<file path="src/rtl/ddr4_cmd_decode.sv">
// DDR4 pin-level command decoder with CKE power-state and MPR-mode tracking.
// Zero latency: strobes are combinational from the pins and registered state, with no backpressure.
module ddr4_cmd_decode #(
    parameter int ADDRWIDTH = 17,
    parameter int BGWIDTH   = 2,
    parameter int BAWIDTH   = 2
) (
    input  logic                 clk,
    input  logic                 reset,
    input  logic                 cke,
    input  logic                 cs_n,
    input  logic                 act_n,
    input  logic [ADDRWIDTH-1:0] A,
    input  logic [BGWIDTH-1:0]   bg,
    input  logic [BAWIDTH-1:0]   ba,
    output logic                 ACT,
    output logic                 BST,
    output logic                 CFG,
    output logic                 CKEH,
    output logic                 CKEL,
    output logic                 DPD,
    output logic                 DPDX,
    output logic                 MRR,
    output logic                 MRW,
    output logic                 PD,
    output logic                 PDX,
    output logic                 PR,
    output logic                 PRA,
    output logic                 RD,
    output logic                 RDA,
    output logic                 REF,
    output logic                 SRF,
    output logic                 WR,
    output logic                 WRA,
    output logic [1:0]           pwr_state
);

    typedef enum logic [1:0] {
        NORMAL  = 2'd0,
        PWRDN   = 2'd1,
        SELFREF = 2'd2
    } pwr_t;

    pwr_t pwr_q, pwr_nxt;
    logic cke_q;
    logic mpr_mode, mpr_nxt;

    logic [2:0] rc;
    logic       cke_h, cke_l, cmd_ok, srf_pat, mr3_hit;
    logic       unused_pins;

    assign rc      = {A[16], A[15], A[14]};
    assign cke_h   = cke && !cke_q;
    assign cke_l   = !cke && cke_q;
    assign cmd_ok  = !cs_n && cke && cke_q && (pwr_q == NORMAL);
    assign srf_pat = !cs_n && act_n && (rc == 3'b001);
    assign mr3_hit = MRW && (bg == '0) && (ba == BAWIDTH'(3));

    // Most address pins only matter downstream (row/column capture).
    assign unused_pins = ^A;

    assign DPD       = 1'b0;
    assign DPDX      = 1'b0;
    assign pwr_state = pwr_q;

    always_ff @(posedge clk) begin
        if (reset) begin
            cke_q    <= 1'b0;
            pwr_q    <= NORMAL;
            mpr_mode <= 1'b0;
        end else begin
            cke_q    <= cke;
            pwr_q    <= pwr_nxt;
            mpr_mode <= mpr_nxt;
        end
    end

    always_comb begin
        pwr_nxt = pwr_q;
        mpr_nxt = mpr_mode;
        case (pwr_q)
            NORMAL: begin
                if (cke_l) pwr_nxt = srf_pat ? SELFREF : PWRDN;
            end
            PWRDN, SELFREF: begin
                if (cke_h) pwr_nxt = NORMAL;
            end
            default: pwr_nxt = NORMAL;
        endcase
        if (mr3_hit) mpr_nxt = A[2];
    end

    always_comb begin
        ACT  = 1'b0;
        BST  = 1'b0;
        CFG  = 1'b0;
        CKEH = 1'b0;
        CKEL = 1'b0;
        MRR  = 1'b0;
        MRW  = 1'b0;
        PD   = 1'b0;
        PDX  = 1'b0;
        PR   = 1'b0;
        PRA  = 1'b0;
        RD   = 1'b0;
        RDA  = 1'b0;
        REF  = 1'b0;
        SRF  = 1'b0;
        WR   = 1'b0;
        WRA  = 1'b0;
        if (!reset) begin
            CKEH = cke_h;
            CKEL = cke_l;
            // A REF pattern on the falling CKE edge means self-refresh entry, not a refresh.
            if (pwr_q == NORMAL && cke_l) begin
                if (srf_pat) SRF = 1'b1;
                else         PD  = 1'b1;
            end
            if (pwr_q != NORMAL && cke_h) PDX = 1'b1;
            if (cmd_ok) begin
                if (!act_n) begin
                    ACT = 1'b1;
                end else begin
                    case (rc)
                        3'b000: MRW = 1'b1;
                        3'b001: REF = 1'b1;
                        3'b010: begin
                            if (A[10]) PRA = 1'b1;
                            else       PR  = 1'b1;
                        end
                        3'b101: begin
                            if (mpr_mode)   MRR = 1'b1;
                            else if (A[10]) RDA = 1'b1;
                            else            RD  = 1'b1;
                            BST = !A[12];
                        end
                        3'b100: begin
                            if (A[10]) WRA = 1'b1;
                            else       WR  = 1'b1;
                            BST = !A[12];
                        end
                        3'b110: CFG = 1'b1;
                        default: ;
                    endcase
                end
            end
        end
    end

endmodule

</file>
<file path="config.mk">
export PLATFORM = sky130hd
export DESIGN_NAME = ddr4_cmd_decode
export DESIGN_NICKNAME = d
export VERILOG_FILES = /design/src/rtl/ddr4_cmd_decode.sv
export SDC_FILE = /design/constraint.sdc
export NUM_CORES = 1
export LEC_CHECK = 0
export ABC_AREA = 1
export ABC_CLOCK_PERIOD_IN_PS = 2100
export BUFFER_PORTS_ARGS = -buffer_cell sky130_fd_sc_hd__buf_4
export CAP_MARGIN = 20
export CELL_PAD_IN_SITES_DETAIL_PLACEMENT = 1
export CELL_PAD_IN_SITES_GLOBAL_PLACEMENT = 1
export CORE_ASPECT_RATIO = 0.6
export CORE_UTILIZATION = 19
export CTS_CLUSTER_DIAMETER = 50
export DETAILED_ROUTE_END_ITERATION = 6
export PLACE_DENSITY_LB_ADDON = 0.12
export SKIP_LAST_GASP = 1
export SYNTH_ARGS = -nofsm -noshare
export SYNTH_HDL_FRONTEND = slang
export SYNTH_SLANG_ARGS = --single-unit
</file>
<file path="constraint.sdc">
create_clock -name clk -period 2.1 [get_ports clk]
set_input_delay 0.63 -clock clk [delete_from_list [all_inputs] [get_ports clk]]
set_output_delay 0.63 -clock clk [all_outputs]
set_load 0.05 [all_outputs]
</file>
==> flow_summary.toml, run 1 <==
[worst_setup_path]
rr_worst_depth = 10
r2r_slack_ns = 0.69
critPathRequiredTime_ns = 1.47
end_kind = "output pin"
r2r_end = "mpr_mode"
r2r_start = "pwr_state[0]"
worst_setup_path_start_kind = "input pin"
path_class = "in2out"
critPathCapture = "PR"
worstSetupStartpoint = "cs_n"
critPathMaxFanout = 3
cp.arrival_ns = 1.69

[global_routing]
antenna_found_initial = 0
grtUsageMet3_pct = 3.78
grt_pass1_vias = 748
grt_overflow_total = 0
grt_pass1_wl_um = 3620
use_met2_pct = 34.1
grt_usage_pct = 20.3
grt_start_max_net_pins = 6
grt.busiest_layer = "met2"
use_met1_pct = 25.8

[synth]
syn-instance-count = 82
synth_area_leaders = "dfxtp_1 18%, nor2_1 17%, inv_1 14%"
synth_seq_area_share_pct = 17.8
syn_avg_cell_area_um2 = 5.49
yosys_register_bits = 4
synth.area.mux_share_pct = 0
synth_top_area_cell = "dfxtp_1"
synthAdderAreaFrac_pct = 2.78
syn_area_um2 = 450
synth_cell_types = 18
synth_top_family_by_area = "simple AND/OR/NAND/NOR gates"
synth_top_area_share_pct = 17.8
synthSimpleGateAreaFrac_pct = 57.8
synth_xor_area_share_pct = 0
synth_compound_area_share_pct = 3.33
yosysWarningCount = 0

[layout]
n_fill_cell = 263
area_delta_synth_final_pct = 201
antenna_cells = 0
finalNonFillerCells = 177
final_util_pct = 61.7
layout-drive-gt1-share_pct = 71.4
finalNetCount = 175

[routing]
dr.first_iter.drc_count = 19
drcViolationCount = 0
wire_per_inst_um = 15.3
drt-total-wl_um = 2710
via_count = 753
first_pass_iters = 3
postRouteAntennaNets = 0
post_drt_via_cell_ratio = 4.25

[timing]
hold_violations = 0
worst_slack_ns = -0.225
fin_crit_sh_pct = 111
max_freq_mhz = 430
hold_ws_ns = 0.555
fin_crit_ns = 2.32
finalSetupViolCount = 13
rsz0062_at_grt = "true"
finalMaxSlewViolations = 0
fin_skew_ns = 0.000334

[power]
total_power_uw = 867
p_per_area_mw_per_mm2 = 640
vdd_ir_drop_max_v = 0.000685
p_leak_nw = 0.605

[placement]
gp_congestion = 0.747
port_buffers = 33
dp_hpwl_um = 1700
placed_cells = 168

[die]
start_util_pct = 20.5
die_w_um = 64.9
die_h_um = 39.7
row_count = 13
io_pins = 47
dieArea_mm2 = 0.00258
core-area_mm2 = 0.00220

[flow_run]
cap_violations = 0

[clock_tree]
cts.path.max_buffers = 2
insertion_delay_ns = 0.22
clk_pin_slew_ns = 0.03
cts-root-buf = "clkbuf_8"
cts.htree.levels = 1
clock-sinks = 4
cts_hold_buf = 0
cts_tree = "built"
cts_made_buffers = 3

[min_path]
hold_path_class = "reg2reg"

[outcome]
outcome = "finished with violations"
violations = "setup timing"
-- layer usage --
metal  wire length (µm)  share of wire, %
met3                119               4.4
met1               1220                45
met5                  0                 0
met2               1310                48
met4                 67               2.5
-- synth_stat cells --
cell type   n
nor2_1     20
o21ai_0     3
conb_1      1
ha_1        1
nor4_1      2
inv_1      17
buf_4       2
nand2_2     2
nand2_1    11
nor2_2      3
nor3_1      3
nand4_1     1
dfxtp_1     4
nor2b_1     1
nor3_4      1
nand3_1     8
nand3b_1    1
or2_4       1
-- per-stage QoR --
stage / instance area, µm² / setup slack (ns) / setup TNS (ns)
final: 1350 / -0.225 / -1.39
after global routing: 1350 / -0.272 / -2.05
after CTS: 1240 / -0.186 / -1.08
after detailed placement: 1080 / -0.204 / -2.00
after global placement: 1080 / -0.198 / -1.74
after floorplan: 628 / -0.282 / -1.57
-- repair_timing --
item	4_1_cts	5_1_grt
setup buffers	2	4
endpoints found under the setup margin	15	14
pin swaps	10	16
gates resized for setup	30	23
-- critical path: stages --
cell     delay, ns
buf_8         0.10
inv_4         0.05
nand2_4       0.06
nor3_4        0.20
nand2_2       0.08
or2_4         0.28
nor2_4        0.14
buf_8         0.15
-- logic make-up after synthesis --
family,count (synthesis)
and+or+nand+nor,54
adders and majority gates,1
AOI/OAI and AO/OA,3
DFF,4
buffers and inverters,19
other,1
-- cell usage in the layout, fill, tap and decap left out, drive strengths merged --
| cell type | count |
|---|---|
| o21ai | 3 |
| nor2b | 1 |
| nor3 | 4 |
| or2 | 1 |
| nand3b | 1 |
| clkinvlp | 1 |
| nand4 | 1 |
| nor2 | 23 |
| nor4 | 2 |
| nand2 | 13 |
| inv | 16 |
| dfxtp | 4 |
| nand3 | 8 |
| conb | 2 |
| clkbuf | 4 |
| buf | 62 |
| ha | 1 |
-- flip-flops by register name, indices dropped and copies added (netlist names) --
register	flops
pwr_state	2
cke_q	1
mpr_mode	1
-- worst min path at each step --
| stage | from | end | slack (ns) | cells after the start |
|---|---|---|---|---|
| after floorplan | mpr_mode | mpr_mode | 0.51 | 4 |
| after global placement | mpr_mode | mpr_mode | 0.53 | 4 |
| after detailed placement | pwr_state[1] | pwr_state[1] | 0.55 | 2 |
| after CTS | pwr_state[1] | pwr_state[1] | 0.56 | 2 |
| after global routing | pwr_state[1] | pwr_state[1] | 0.60 | 2 |
| final | pwr_state[1] | pwr_state[1] | 0.56 | 2 |
-- cell type report --
class,count,area [µm²],share of cell area [%]
timing repair buffer,62,586,43.3
multi-input combinational,60,518,38.3
sequential,4,87.6,6.47
inverter,17,80.1,5.91
clock buffer,4,45.0,3.33
tap,30,37.5,2.77
-- report_power, final --
group	switching [mW]	leakage (nW)	internal, mW
registers	0.0191	0.0342	0.110
clock network	0.0489	0.0228	0.130
logic	0.346	0.548	0.212
total	0.414	0.605	0.452
(Power assumes the default switching activity.)
==> run 2: changes to the inputs <==
--- a/config.mk
+++ b/config.mk
@@ -5,14 +5,12 @@
 export SDC_FILE = /design/constraint.sdc
 export NUM_CORES = 1
 export LEC_CHECK = 0
-export ABC_AREA = 1
 export ABC_CLOCK_PERIOD_IN_PS = 2100
 export BUFFER_PORTS_ARGS = -buffer_cell sky130_fd_sc_hd__buf_4
 export CAP_MARGIN = 20
 export CELL_PAD_IN_SITES_DETAIL_PLACEMENT = 1
 export CELL_PAD_IN_SITES_GLOBAL_PLACEMENT = 1
-export CORE_ASPECT_RATIO = 0.6
-export CORE_UTILIZATION = 19
+export CORE_UTILIZATION = 20
 export CTS_CLUSTER_DIAMETER = 50
 export DETAILED_ROUTE_END_ITERATION = 6
 export PLACE_DENSITY_LB_ADDON = 0.12
==> run 2 against run 1 <==
Compared with the run above:
- the flow still finishes with violations (setup timing)
- clock-buffer cell count decreased by 1
- flip-flop and latch count unchanged
- first-iteration DRC count decreased by 89%
- non-clock buffer count decreased by 4
- die area decreased by 11%
- power decreased by 63%
- sequential share of layout area increased by 0.38 points
- worst hold slack improved by 0.059 ns
- clock skew increased by 0.0052 ns
- critical path depth decreased by 2
- largest cell class unchanged
- highest routed layer is now met3
==> flow_summary.toml, run 2 <==
[outcome]
outcome = "finished with violations"
violations = "setup timing"

[timing]
finalMaxSlewViolations = 0
tns_ns = -4.24
fin_crit_sh_pct = 122
hold_violations = 0
max_freq_mhz = 389
finalSetupViolCount = 13
fin_crit_ns = 2.57
worst_slack_ns = -0.469
rsz0062_at_grt = "true"
hold_ws_ns = 0.614
fin_skew_ns = 0.00551

[die]
die_h_um = 48.0
row_count = 16
io_pins = 47
die_w_um = 48.0
start_util_pct = 21.3
dieArea_mm2 = 0.00230
core-area_mm2 = 0.00198

[global_routing]
grt_usage_pct = 18.8
grt_start_max_net_pins = 7
grt_pass1_vias = 709
antenna_found_initial = 0
grt_overflow_total = 0
grt_pass1_wl_um = 2970

[placement]
port_buffers = 33
dpl-instance-area_um2 = 923
dp_hpwl_um = 1340
placed_cells = 134
place_ws_ns = -0.530
gp_congestion = 0.733

[clock_tree]
cts.path.max_buffers = 2
cts_tree = "built"
clock-sinks = 4
cts_made_buffers = 3
insertion_delay_ns = 0.23
cts.htree.levels = 1
cts-root-buf = "clkbuf_4"
clk_pin_slew_ns = 0.03

[synth]
synth_top_area_share_pct = 18.9
synth_xor_area_share_pct = 0
synthAdderAreaFrac_pct = 2.96
syn_area_um2 = 423
synth_top_family_by_area = "simple AND/OR/NAND/NOR gates"
synthSimpleGateAreaFrac_pct = 55.9
syn-instance-count = 58
synth-edff-count = 0
yosys_register_bits = 4
syn_avg_cell_area_um2 = 7.29
synth_seq_area_share_pct = 18.9
async_flop_share_pct = 0
synth_cell_types = 26
synthTopCellsByCount = "8 x inv_1, 7 x nor3_1, 6 x nor2_1"
yosysWarningCount = 0
synthFlopType = "dfxtp_1"
synth_area_leaders = "dfxtp_1 19%, nor3_1 8.3%, inv_1 7.1%"
yosysMostFrequentCell = "inv_1"
synth.area.mux_share_pct = 2.37
synth_compound_area_share_pct = 5.62
synth_top_area_cell = "dfxtp_1"

[layout]
antenna_cells = 0
layout_common_cells = "33 x buf_4, 17 x buf_6, 8 x inv_1, 7 x buf_8, 4 x nor3_4"
finalNetCount = 146
final_area_mm2 = 0.00121
largest_reg_flops = 2
layout-drive-gt1-share_pct = 76.1
n_fill_cell = 218
final_common_cell = "buf_4"
finalNonFillerCells = 144
final_util_pct = 60.9
area_delta_synth_final_pct = 185

[min_path]
hold_path_class = "reg2reg"
min-delay-start = "mpr_mode"

[power]
p_leak_nw = 0.531
total_power_uw = 318
vdd_ir_drop_max_v = 0.000249
p_per_area_mw_per_mm2 = 264

[worst_setup_path]
path_class = "in2out"
r2r_slack_ns = 0.49
cp.arrival_ns = 1.94
end_kind = "output pin"
path_common_cell = "buf_6"
r2r_end = "mpr_mode"
rr_worst_depth = 8
critPathMaxFanout = 3
worstSetupStartpoint = "cs_n"
r2r_start = "pwr_state[0]"
cp_slowest_cell = "or3_4"
worst_setup_path_start_kind = "input pin"
path_cells = "buf_6 > or2b_4 > or2_4 > or3_4 > nor3_4 > buf_6"
critPathMaxStageDelay_ns = 0.38
critPathRequiredTime_ns = 1.47
critPathCapture = "RDA"

[routing]
via_count = 658
drt-total-wl_um = 1920
wire_per_inst_um = 13.3
postRouteAntennaNets = 0
post_drt_via_cell_ratio = 4.57
drcViolationCount = 0
dr.first_iter.drc_count = 2
first_pass_iters = 3

[flow_run]
cap_violations = 0
## run 2: changes by cell type after synthesis, sizes merged, moves of 3 or more
cell	change
nor3	+3
nand2b	+3
inv	-9
nand2	-11
and4	+3
o21ai	-3
a21oi	+3
nand3	-8
nor2	-17
## run 2: cells by family after synthesis
logic type,Yosys count
other,1
adder cells (fa/ha/maj),1
flip-flops,4
multiplexers,1
AND/OR/NAND/NOR,36
AO/OA/AOI/OAI,4
buffers and inverters,11
## run 2: worst min path at each step
stage	to	slack, ns	cells after the start
after global placement	pwr_state[0]	0.59	3
final	mpr_mode	0.61	2
after CTS	pwr_state[1]	0.61	3
after detailed placement	pwr_state[1]	0.60	3
after floorplan	mpr_mode	0.57	2
after global routing	pwr_state[1]	0.66	3
## run 2: power breakdown
part | leakage, nW | total (mW) | switching [mW] | internal, mW
registers | 0.0336 | 0.0806 | 0.00172 | 0.0789
clock network | 0.0138 | 0.0934 | 0.0296 | 0.0638
logic | 0.484 | 0.144 | 0.0751 | 0.0691
## run 2: critical path: cells and delay by family
kind / cells / cell delay [ns]
and+or+nand+nor: 4 / 1.04
buffers and inverters: 2 / 0.27
## run 2: per-layer routing
metal,global-route usage (%),vias up,share of wire [%]
li1,-,323,-
met1,19.5,318,37
met2,37.8,17,60
met3,2.26,0,2.6
met4,6.67,0,0
met5,0,-,0
## run 2: area by class of cell
type	instances	area (µm²)	area share [%]
Tap cell	27	33.8	2.80
Inverter	8	30.0	2.49
Multi-Input combinational cell	44	473	39.2
Clock buffer	3	22.5	1.87
Timing Repair Buffer	58	564	46.8
Sequential cell	4	82.6	6.85
## run 2: timing repair
item | CTS | global route
setup buffers | 5 | 3
pin swaps | 11 | 6
endpoints found under the setup margin | 14 | 17
hold buffers | 0 | 0
resized for setup | 40 | 9
==> run 3: changes to the inputs <==
--- a/config.mk
+++ b/config.mk
@@ -5,12 +5,13 @@
 export SDC_FILE = /design/constraint.sdc
 export NUM_CORES = 1
 export LEC_CHECK = 0
-export ABC_CLOCK_PERIOD_IN_PS = 2100
+export ABC_CLOCK_PERIOD_IN_PS = 2150
 export BUFFER_PORTS_ARGS = -buffer_cell sky130_fd_sc_hd__buf_4
 export CAP_MARGIN = 20
 export CELL_PAD_IN_SITES_DETAIL_PLACEMENT = 1
 export CELL_PAD_IN_SITES_GLOBAL_PLACEMENT = 1
-export CORE_UTILIZATION = 20
+export CORE_ASPECT_RATIO = 0.6
+export CORE_UTILIZATION = 18
 export CTS_CLUSTER_DIAMETER = 50
 export DETAILED_ROUTE_END_ITERATION = 6
 export PLACE_DENSITY_LB_ADDON = 0.12
==> constraint.sdc (replaced) <==
create_clock -name clk -period 2.15 [get_ports clk]
set_input_delay 0.645 -clock clk [delete_from_list [all_inputs] [get_ports clk]]
set_output_delay 0.645 -clock clk [all_outputs]
set_load 0.05 [all_outputs]
==> run 3 against run 2 <==
Compared with the run above:
- the flow still finishes with violations (setup timing)
- worst hold slack gained 0.0098 ns
- final area grew 2.0%
- wire length grew 24%
- combinational power grew 7%
- setup slack gained 0.050 ns
- final cell count grew 4.9%
- via count shrank 0.46%
- clock-buffer cell count is the same
- flip-flop and latch count is the same
- first-iteration DRC count grew to 8.5 times the previous value
- core utilization shrank 4.8 points
- clock power grew 72%
- critical path type unchanged
==> flow_summary.toml, run 3 (same netlist as run 2, synthesis figures left out) <==
[timing]
hold_ws_ns = 0.624
hold_violations = 0
finalSetupViolCount = 13
fin_crit_ns = 2.57
worst_slack_ns = -0.419
rsz0062_at_grt = "true"
finalMaxSlewViolations = 0
tns_ns = -4.19
max_freq_mhz = 389
fin_skew_ns = 0.00161
fin_crit_sh_pct = 119

[clock_tree]
cts-root-buf = "clkbuf_8"
cts.htree.levels = 1
cts_hold_buf = 0
clock-sinks = 4
cts_made_buffers = 3
cts_tree = "built"
clk_pin_slew_ns = 0.03
insertion_delay_ns = 0.22
cts.path.max_buffers = 2

[global_routing]
grt_usage_pct = 18.9
grt_start_max_net_pins = 7
grt_pass1_wl_um = 3310
antenna_found_initial = 0
grt_pass1_vias = 659
grt_overflow_total = 0

[power]
p_per_area_mw_per_mm2 = 320
total_power_uw = 393
vdd_ir_drop_max_v = 0.000239
p_leak_nw = 0.546

[die]
die_w_um = 64.6
start_util_pct = 19.3
die_h_um = 39.5
dieArea_mm2 = 0.00255
core-area_mm2 = 0.00220
io_pins = 47
row_count = 13

[routing]
postRouteAntennaNets = 0
first_pass_iters = 4
wire_per_inst_um = 15.8
post_drt_via_cell_ratio = 4.34
drcViolationCount = 0
dr.first_iter.drc_count = 17
via_count = 655
drt-total-wl_um = 2390

[worst_setup_path]
path_cells = "buf_6 > or2b_4 > or2_4 > or3_4 > nor3_4 > buf_6"
worst_setup_path_start_kind = "input pin"
r2r_slack_ns = 0.57
path_common_cell = "buf_6"
critPathMaxStageDelay_ns = 0.38
cp.arrival_ns = 1.92
end_kind = "output pin"
cp_slowest_cell = "or3_4"
critPathMaxFanout = 3
path_class = "in2out"
critPathRequiredTime_ns = 1.50

[layout]
final_area_mm2 = 0.00123
final_common_cell = "buf_4"
n_fill_cell = 248
layout_common_cells = "41 x buf_4, 16 x buf_6, 7 x inv_1, 5 x nor3_4, 5 x buf_8"
antenna_cells = 0
finalNonFillerCells = 151
layout-drive-gt1-share_pct = 76.9
finalNetCount = 150
final_util_pct = 56.0
largest_reg_flops = 2
area_delta_synth_final_pct = 191

[placement]
placed_cells = 140
gp_congestion = 0.697
place_ws_ns = -0.536
port_buffers = 33
dp_hpwl_um = 1440
dpl-instance-area_um2 = 955

[min_path]
hold_path_class = "reg2reg"

[flow_run]
cap_violations = 0

[outcome]
outcome = "finished with violations"
violations = "setup timing"
## run 3: cell count changes in the layout (fill, tap and decap cells not counted), sizes merged
cell,previous run,this run
buf,58,62
## run 3: per-layer routing
metal	track usage (%)	share of wire (%)	up-vias
met2	33.4	51	19
met4	8.33	0	0
met5	0	0	-
met3	5.23	4.4	0
met1	22.1	44	307
li1	-	-	329
## run 3: layout make-up
class | instances | area [µm²] | area share (%)
clock buffers | 3 | 41.3 | 3.36
inverters | 8 | 30.0 | 2.44
multi-input cells | 44 | 475 | 38.7
flip-flops and latches | 4 | 82.6 | 6.71
well taps | 30 | 37.5 | 3.05
repair buffers | 62 | 563 | 45.8
## run 3: worst paths after layout
path / start / endpoint / cells past startpoint
max: cs_n / RD / 6
min: pwr_state[0] / pwr_state[0] / 3
max reg2reg: pwr_state[0] / mpr_mode / 7
min reg2reg: pwr_state[0] / pwr_state[0] / 3
## run 3: power breakdown
| group | leakage [nW] | total [mW] | switching, mW | internal [mW] |
|---|---|---|---|---|
| Sequential | 0.0336 | 0.0789 | 0.00169 | 0.0772 |
| Clock | 0.0216 | 0.161 | 0.0414 | 0.120 |
| Combinational | 0.491 | 0.154 | 0.0794 | 0.0742 |
| Total | 0.546 | 0.393 | 0.123 | 0.271 |
## run 3: worst max-delay path: cells and delay by family
| kind | cells | cell delay (ns) |
|---|---|---|
| buf+inv | 2 | 0.27 |
| simple gates | 4 | 1.00 |
## run 3: timing repair
action / in CTS / in global routing
pin swaps: 6 / 3
endpoints found under the hold margin: 0 / 0
buffers inserted: 6 / 2
resized for setup: 38 / 5
setup endpoints to repair: 14 / 14
